==> src/rtl/secded_pkg.sv <==
// SEC-DED (72,64) shared definitions.
// Code layout, error classes and pipeline bundles.
package secded_pkg;

    localparam int DATA_W = 64;
    localparam int CODE_W = 72;
    localparam int SYND_W = 7;

    localparam int PAR_POS = 0;
    localparam int CHK_POS [SYND_W] = '{1, 2, 4, 8, 16, 32, 64};

    typedef enum logic [1:0] {
        ERR_NONE,
        ERR_CE,
        ERR_UE
    } err_t;

    typedef struct packed {
        logic              valid;
        logic [CODE_W-1:0] code;
        logic [SYND_W-1:0] synd;
        logic              par;
    } s1_t;

    typedef struct packed {
        logic              valid;
        logic [DATA_W-1:0] data;
        err_t              err;
        logic [SYND_W-1:0] pos;
    } s2_t;

    function automatic logic is_chk(input int i);
        is_chk = 1'b0;
        for (int k = 0; k < SYND_W; k++) begin
            if (CHK_POS[k] == i) is_chk = 1'b1;
        end
    endfunction

    function automatic int data_pos(input int j);
        int n;
        data_pos = 0;
        n = 0;
        for (int i = 1; i < CODE_W; i++) begin
            if (!is_chk(i)) begin
                if (n == j) data_pos = i;
                n++;
            end
        end
    endfunction

endpackage

==> src/rtl/secded_syndrome.sv <==
// Hamming syndrome and overall parity of a 72-bit codeword.
// Pure combinational; shared with the encoder.
module secded_syndrome
    import secded_pkg::*;
(
    input  logic [CODE_W-1:0] code,
    output logic [SYND_W-1:0] synd,
    output logic              par
);

    // s[k] folds every position whose index has bit k set
    always_comb begin
        synd = '0;
        for (int k = 0; k < SYND_W; k++) begin
            for (int i = 0; i < CODE_W; i++) begin
                if (((i >> k) & 1) == 1) synd[k] = synd[k] ^ code[i];
            end
        end
        par = ^code;
    end

endmodule

==> config.mk <==
export PLATFORM = sky130hd
export DESIGN_NAME = secded_syndrome
export DESIGN_NICKNAME = d
export VERILOG_FILES = /design/src/rtl/secded_pkg.sv /design/src/rtl/secded_syndrome.sv
export SDC_FILE = /design/constraint.sdc
export NUM_CORES = 1
export LEC_CHECK = 0
export ABC_AREA = 1
export BUFFER_PORTS_ARGS = -buffer_cell sky130_fd_sc_hd__buf_2
export CORE_UTILIZATION = 45
export DETAILED_ROUTE_END_ITERATION = 8
export GPL_ROUTABILITY_DRIVEN = 0
export PLACE_DENSITY = 0.72
export SETUP_SLACK_MARGIN = 0.02
export SLEW_MARGIN = 20
export SYNTH_ARGS = -nofsm -noshare
export SYNTH_HDL_FRONTEND = slang
export SYNTH_SLANG_ARGS = --single-unit
==> constraint.sdc <==
create_clock -name vclk -period 2.9
set_input_delay 0.725 -clock vclk [all_inputs]
set_output_delay 0.725 -clock vclk [all_outputs]
set_load 0.05 [all_outputs]
Yosys cells after proc, flatten, opt, wreduce, memory -nomap -nowiden --
Index checks and enable logic that the tools add are counted.
Word-level totals: bits in registers 0, bits of input ports 72
Operators by class: reduce and logical (&&, ||, !) cells 1, bitwise operators 205
Operators with widths (count):
- $xor 1x1->1 | 205
- $reduce_xor 72->1 | 1

Longest topological paths before layout --
Gate-level depths: netlist of the first run.
depth in word-level cells 35, mapped depth 17

Worst setup path after synthesis of the first run --
No wires, ideal clock.
path type input -> output, from input code[62], to output synd[3], required time 2.175 ns, buffers on the path 0, arrival 2.243 ns, setup slack -0.068 ns, cell stages on the path 6, cell sequence xnor2_1 nand2_1 nand2_2 xnor2_1 xnor2_1 xor2_1
On the way: word-level cells in the longest chain between the ends 2
RTL lines:
- start: declaration | line secded_syndrome.sv:6 | input logic [CODE_W-1:0] code,
- $xor 1x1->1 (2 in a row) | line secded_syndrome.sv:16 | if (((i >> k) & 1) == 1) synd[k] = synd[k] ^ code[i];
- end: declaration | line secded_syndrome.sv:7 | output logic [SYND_W-1:0] synd,
No other way between the ends.

Worst setup path in the final report of the first run --
from input code[66], to output par
On the way: word-level cells in the longest chain between the ends 1
RTL lines:
- $reduce_xor 72->1 | line secded_syndrome.sv:19 | par = ^code;
- end: declaration | line secded_syndrome.sv:8 | output logic par
No other way between the ends.

==> results of run 1 <==
cells in the final DEF (no fill, tap or decap), types with 2 or more instances in the layout:
cell	count
nand2_1	153
nand2_2	80
buf_2	46
buf_4	35
inv_2	32
xnor2_1	28
inv_1	26
xnor2_2	20
xor2_1	19
xor2_2	18
buf_6	16
nand2_4	12
xnor2_4	8
buf_8	5
nand3_1	4
nand3b_1	4
nand3_2	4
nor2_2	3
inv_4	3
nor2_1	2
routing by layer:
layer	up-vias	share of wire	global-route usage
met5	-	0	0
met4	0	0.041	0.0111
li1	1412	-	-
met2	101	0.55	0.403
met1	1245	0.36	0.248
met3	27	0.048	0.00985
worst min-delay path, delay by kind of cell:
family        cells  cell delay, ns
simple gates      3            0.23
buf+inv           2            0.27
xor+xnor          1            0.10
final cells by class:
| type | instances | area (µm²) |
|---|---|---|
| fillers | 289 | 774 |
| inverters | 61 | 236 |
| multi-input cells | 360 | 2650 |
| well taps | 52 | 65.1 |
| repair buffers | 102 | 748 |
final timing paths:
check	from	end	cells past startpoint
setup / recovery	code[66]	par	10
hold / removal	code[71]	synd[0]	6
where the power goes:
part / leakage [nW] / switching (mW) / internal (mW)
logic: 2.06 / 1.02 / 0.694
registers: 0 / 0 / 0
clock network: 0 / 0 / 0
total: 2.06 / 1.02 / 0.694
logic make-up after synthesis:
family        count (synthesis)  share of synthesized area
xor+xnor                     95                      0.401
buf+inv                      61                      0.106
simple gates                265                      0.493
repair_timing:
action	4_1_cts	5_1_grt
pin swaps	0	109
setup buffers	0	9
endpoints found under the hold margin	0	0
setup endpoints to repair	7	7
gates cloned	0	0
gates resized for setup	11	240
==> run_results.csv, run 1 <==
group,metric,value,unit
status,status,"finished, violations left",
status,violations,"DRC, setup timing",
logic_synthesis,synth_common_cells,"nand2_1 (231), xnor2_1 (54), inv_1 (52)",
finish,drive_above_1_share,0.543,
die,die_x,71.4,µm
worst_setup_path,critPathTopFamily,"XOR/XNOR gates",
routing,ant_nets,0,
die,rows,24,
finish,regArea,0,µm²
worst_hold_path,hold_path.class,"input pin to output pin",
logic_synthesis,syn_nets,493,
finish,nNetsFinal,597,
die,die_h,71.4,µm
die,core-area,0.00447,mm²
sta,finalHoldViolCount,0,
sta,relSlewSlack,0.692,
global_route,grt_pass1_vias,2222,
sta,period_share,1.06,
sta,max_freq,0.326,GHz
finish,fin_area,0.00370,mm²
global_route,gr-usage-all-layers,0.202,
routing,drcViolationCount,7,
global_route,grt_max_degree,5,
power_and_ir_drop,power.density,464,mW/mm²
power_and_ir_drop,p_total,1.72,mW
logic_synthesis,synth_area_per_cell,5.14,µm²
sta,layout_setup_ws,-0.170,ns
global_route,grt_first_pass_wirelength,8630,µm
job,max_cap_violations,0,
placed_design,dp_hpwl,4570,µm
sta,worst_slew_pin_slew,0.460,ns
routing,drt_iter0_markers,104,
finish,nClkBuffers,0,
placed_design,place_area,0.00274,mm²
global_route,antenna_found_initial,0,
finish,final_cell_count_no_fill,575,
routing,vias_per_cell,4.84,
worst_setup_path,worstPathCellList,"buf_2, xnor2_2, xnor2_1, xnor2_1, inv_2, nand3_2, nand3_1, nand2_2, inv_2, buf_8",
routing,wl_per_cell,13.0,µm
worst_setup_path,cp.arrival,2.34,ns
die,io-pin-count,80,
logic_synthesis,synth_cell_types,16,
logic_synthesis,yosys-top-cells-area,"nand2_1 (40%), xnor2_1 (22%), xor2_1 (15%)",
worst_setup_path,path_max_fanout,2,
power_and_ir_drop,max-vdd-ir-drop,0.332,mV
finish,seq_cell_count,0,
global_route,grt_overflow,0,
power_and_ir_drop,leakagePower,2.06,nW
worst_setup_path,crit_buf_inv,4,
logic_synthesis,synth_cells,421,
finish,final_util,0.827,
sta,setup_viol,5,
worst_setup_path,end_kind,"output pin",
worst_setup_path,critPathMaxStageDelay,0.40,ns
logic_synthesis,synth.top_cell.area_share,0.401,
sta,finalSetupTns,-0.324,ns
logic_synthesis,ys_seq_area_frac,0,
placed_design,dpl.cell_count,566,
logic_synthesis,yosysTopAreaCell,"nand2_1",
logic_synthesis,synthesis.area,0.00216,mm²
sta,slew_viol_final,0,
logic_synthesis,synth.most_common_cell,"nand2_1",
sta,rsz0062_at_grt,"true",
die,start_util,0.484,
finish,syn_to_final_growth,70.9,%
die,die-area,0.00509,mm²
clocking,ctsHoldBuffers,0,
finish,num_antenna_cells,0,
routing,vias,2785,
worst_setup_path,path_class,"input pin to output pin",
sta,whs,2.06,ns
worst_setup_path,critPathSlowestCell,"xnor2_2",
sta,period_needed,3.07,ns
placed_design,dpl_worst_slack,-0.103,ns
worst_setup_path,critPathLaunchType,"input pin",
worst_setup_path,worst_ep_required_time,2.17,ns
logic_synthesis,synthesis.yosys.warnings,0,
routing,wl,7490,µm
placed_design,io_buffers,80,
routing,drt_first_pass_iters,9,
Note: power is estimated with default switching activity, not from simulation.
==> run 2: changes to the inputs <==
Settings changed: BUFFER_PORTS_ARGS -buffer_cell sky130_fd_sc_hd__buf_2 to -buffer_cell sky130_fd_sc_hd__buf_4.
==> run 2 against run 1 <==
The flow finishes with violations (DRC). Highest routed layer unchanged. Power is 12% lower. Fmax is 9.0% higher. Utilization is 6.5 points lower. Worst setup slack better by 0.25 ns. Largest cell class unchanged. Cell count is 1.4% lower.
==> run_results.csv, run 2 (synthesis gave the netlist of run 1 again) <==
group,metric,value,unit
status,status,"finished, violations left",
status,violations,"DRC",
worst_setup_path,path_max_fanout,4,
global_route,grt_max_degree,5,
finish,seq_cell_count,0,
finish,fin_area,0.00341,mm²
job,max_cap_violations,0,
power_and_ir_drop,power.density,441,mW/mm²
sta,period_needed,2.82,ns
finish,drive_above_1_share,0.414,
worst_hold_path,hold_end,"synd[0]",
finish,num_antenna_cells,0,
sta,finalHoldViolCount,0,
routing,drt_iter0_markers,78,
routing,wl_per_cell,10.2,µm
power_and_ir_drop,leakagePower,1.96,nW
finish,regArea,0,µm²
placed_design,place_area,0.00288,mm²
worst_setup_path,worst_ep_required_time,2.17,ns
routing,drt_first_pass_iters,6,
placed_design,dpl.cell_count,559,
finish,final_cell_count_no_fill,567,
sta,finalSetupTns,0,ns
sta,setup_viol,0,
sta,rsz0062_at_grt,"true",
die,die_x,71.4,µm
sta,slew_viol_final,0,
routing,vias_per_cell,4.50,
worst_setup_path,path_class,"input pin to output pin",
die,core-area,0.00447,mm²
die,start_util,0.484,
sta,max_freq,0.355,GHz
finish,mostFrequentLayoutCell,"nand2_1",
worst_hold_path,hold_path.class,"input pin to output pin",
worst_hold_path,whs_path_depth,7,
worst_setup_path,end_kind,"output pin",
worst_setup_path,cp.arrival,2.09,ns
sta,relSlewSlack,0.732,
die,die_h,71.4,µm
routing,ant_nets,0,
power_and_ir_drop,max-vdd-ir-drop,0.370,mV
routing,vias,2554,
sta,period_share,0.971,
global_route,grt_overflow,0,
global_route,antenna_found_initial,0,
sta,worst_slew_pin_slew,0.399,ns
die,io-pin-count,80,
die,die-area,0.00509,mm²
die,rows,24,
sta,whs,2.06,ns
routing,wl,5760,µm
worst_hold_path,min_from,"code[71]",
finish,nClkBuffers,0,
placed_design,dp_hpwl,4680,µm
global_route,grt_pass1_vias,2076,
global_route,gr-usage-all-layers,0.204,
routing,drcViolationCount,7,
clocking,ctsHoldBuffers,0,
placed_design,io_buffers,80,
power_and_ir_drop,p_total,1.50,mW
finish,layout_common_cells,"nand2_1 (183), buf_4 (81), nand2_2 (54)",
global_route,grt_first_pass_wirelength,8640,µm
worst_setup_path,critPathLaunchType,"input pin",
finish,syn_to_final_growth,57.5,%
finish,nNetsFinal,589,
-- run 2: cell count changes in the layout (fill, tap and decap cells not counted), moves of 4 or more --
cell     before  now
xnor2_1      28   39
xor2_2       18    4
xor2_1       19   32
buf_4        35   81
buf_2        46    0
nand2_1     153  183
nand2_4      12    8
xnor2_2      20   12
nand2_2      80   54
inv_1        26   33
buf_8         5    0
inv_2        32   25
-- run 2: worst max-delay path by stage --
stage	startpoint	end	slack (ns)	depth (start not counted)
2_1_floorplan	code[62]	par	0.04	15
3_3_place_gp	code[31]	par	0.02	17
3_5_place_dp	code[31]	par	-0.03	18
4_1_cts	code[31]	par	0.03	18
5_1_grt	code[53]	synd[0]	-0.03	11
6_report	code[15]	synd[0]	0.08	11
-- run 2: layer usage --
metal,routed length (µm),vias to the layer above,part of all wire,global-route usage
met1,2640,1088,0.46,0.283
met2,2830,63,0.49,0.368
li1,-,1401,-,-
met3,267,2,0.046,0.0127
met4,15,0,0.0026,0
met5,0,-,0,0
-- run 2: cell type report --
type                       count  area, µm²
multi-input combinational    360       2350
fill                         368       1070
timing repair buffer          94        754
inverter                      61        236
tap                           52       65.1
-- run 2: stage by stage --
stage | util | setup WS, ns
detailed placement | 0.644 | -0.0328
floorplan | - | 0.0425
CTS | 0.651 | 0.0277
finish | 0.762 | 0.0832
global placement | 0.644 | 0.0188
global route | 0.762 | -0.0318
-- run 2: where the power goes --
group	switching, mW	leakage, nW	total, mW	internal [mW]
registers	0	0	0	0
logic	0.894	1.96	1.50	0.609
clock network	0	0	0	0
total	0.894	1.96	1.50	0.609
-- run 2: critical path, stage by stage --
cell      delay [ns]
buf_4           0.13
xnor2_1         0.20
xnor2_1         0.11
xnor2_1         0.28
inv_1           0.09
nand2_2         0.08
nand3b_1        0.11
nand2_1         0.08
nand2_1         0.05
nand2_1         0.08
buf_6           0.17
-- run 2: timing repair --
| action | CTS | global route |
|---|---|---|
| endpoints found under the hold margin | 0 | 0 |
| gates cloned | 0 | 0 |
| setup endpoints to repair | 4 | 7 |
| gates resized for setup | 5 | 119 |
| pin swaps | 3 | 73 |
| setup buffers | 1 | 8 |
==> run 3: changes to the inputs <==
Settings changed: CELL_PAD_IN_SITES_DETAIL_PLACEMENT from default to 1, CELL_PAD_IN_SITES_GLOBAL_PLACEMENT from default to 2, CORE_UTILIZATION 45 to 26, PLACE_DENSITY 0.72 to 0.87, SKIP_LAST_GASP from default to 1.
==> run 3 against run 2 <==
The run now ends clean. Worst setup slack lost 0.073 ns. Hold slack got worse by 0.0040 ns. Cell count up 9.5%. Flip-flop and latch count unchanged. Combinational power is 13% higher. Power increased by 13%. Sequential share of layout area is the same.
==> run_results.csv, run 3 (synthesis gave the netlist of run 1 again) <==
group,metric,value,unit
sta,whs,2.05,ns
routing,ant_nets,0,
worst_setup_path,critPathTopFamily,"XOR/XNOR gates",
worst_setup_path,worstPathCellList,"buf_8, xnor2_4, inv_2, nand2_2, nand2_2, nand2_1, nand2_2, xor2_2, xnor3_1, buf_6",
finish,syn_to_final_growth,77.0,%
worst_setup_path,cp.arrival,2.17,ns
global_route,grt_first_pass_wirelength,11700,µm
finish,drive_above_1_share,0.503,
finish,num_antenna_cells,0,
finish,final_cell_count_no_fill,621,
sta,setup_viol,0,
finish,nClkBuffers,0,
die,die_h,93.2,µm
global_route,grt_overflow,0,
routing,vias_per_cell,4.42,
worst_setup_path,critPathMaxStageDelay,0.34,ns
placed_design,dpl_worst_slack,-0.0787,ns
routing,drt_iter0_markers,41,
power_and_ir_drop,p_total,1.70,mW
global_route,gr-usage-all-layers,0.161,
finish,layout_common_cells,"nand2_1 (159), buf_4 (77), nand2_2 (75)",
sta,period_needed,2.89,ns
sta,layout_setup_ws,0.00972,ns
worst_setup_path,path_depth,10,
placed_design,dpl.cell_count,620,
die,core-area,0.00789,mm²
worst_setup_path,critPathSlowestCell,"xnor3_1",
worst_setup_path,crit_buf_inv,3,
worst_setup_path,path_class,"input pin to output pin",
routing,drcViolationCount,0,
global_route,grt_pass1_vias,2711,
finish,seq_cell_count,0,
worst_setup_path,end_kind,"output pin",
die,io-pin-count,80,
power_and_ir_drop,leakagePower,2.09,nW
finish,fillers,1045,
job,max_cap_violations,0,
clocking,ctsHoldBuffers,0,
worst_setup_path,path_max_fanout,4,
finish,mostFrequentLayoutCell,"nand2_1",
sta,max_freq,0.346,GHz
sta,rsz0062_at_grt,"true",
sta,period_share,0.997,
finish,final_util,0.486,
sta,relSlewSlack,0.749,
worst_hold_path,hold_path.class,"input pin to output pin",
power_and_ir_drop,power.density,444,mW/mm²
global_route,grt_max_degree,5,
finish,regArea,0,µm²
placed_design,dp_hpwl,6230,µm
worst_setup_path,startpoint,"code[55]",
die,die-area,0.00869,mm²
global_route,antenna_found_initial,0,
sta,finalHoldViolCount,0,
routing,vias,2745,
sta,worst_slew_pin_slew,0.374,ns
worst_setup_path,worst_ep_required_time,2.17,ns
placed_design,io_buffers,80,
power_and_ir_drop,max-vdd-ir-drop,0.402,mV
worst_setup_path,path_common_cell,"nand2_2",
routing,wl,7950,µm
status,status,"finished clean",
finish,nNetsFinal,593,
routing,wl_per_cell,12.8,µm
worst_setup_path,critPathLaunchType,"input pin",
die,start_util,0.274,
sta,slew_viol_final,0,
die,rows,32,
worst_setup_path,crit_path_end,"synd[4]",
routing,drt_first_pass_iters,4,
die,die_x,93.2,µm
-- run 3: cell types whose count changed in the layout (fill, tap and decap cells not counted), sizes merged --
cell / change
buf: +4
-- run 3: timing repair --
item	4_1_cts	5_1_grt
resized for setup	24	162
pin swaps	16	69
endpoints found under the setup margin	7	7
buffers inserted	0	2
hold endpoints to repair	0	0
-- run 3: how the worst min path moves through the flow --
stage / startpoint / endpoint / slack [ns] / cells past startpoint
floorplan: code[64] / synd[6] / 1.93 / 4
global placement: code[71] / synd[0] / 2.08 / 7
detailed placement: code[71] / synd[0] / 2.09 / 7
CTS: code[71] / synd[0] / 2.07 / 7
global route: code[71] / synd[0] / 2.12 / 6
finish: code[71] / synd[0] / 2.05 / 6
-- run 3: layout make-up --
type	count	area [µm²]	area share
timing repair buffer	98	843	0.220
multi-input combinational	360	2630	0.686
inverter	61	234	0.0611
tap	102	128	0.0333
-- run 3: through the flow --
| step | cell area, µm² | setup TNS, ns |
|---|---|---|
| after floorplan | 2170 | 0 |
| after CTS | 3130 | -0.00225 |
| after detailed placement | 3030 | -0.221 |
| final | 3830 | 0 |
| after global routing | 3830 | -0.411 |
| after global placement | 3030 | -0.0671 |
-- run 3: where the power goes --
group	total [mW]	internal, mW	switching [mW]
Combinational	1.70	0.708	0.991
Sequential	0	0	0
Clock	0	0	0
-- run 3: routing by layer --
layer	wire length, µm	part of all wire	GRT usage	vias to the layer above
met2	4390	0.55	0.311	55
met1	3200	0.40	0.208	1281
met4	91	0.011	0	0
li1	-	-	-	1401
met3	267	0.034	0.00650	8
met5	0	0	0	-
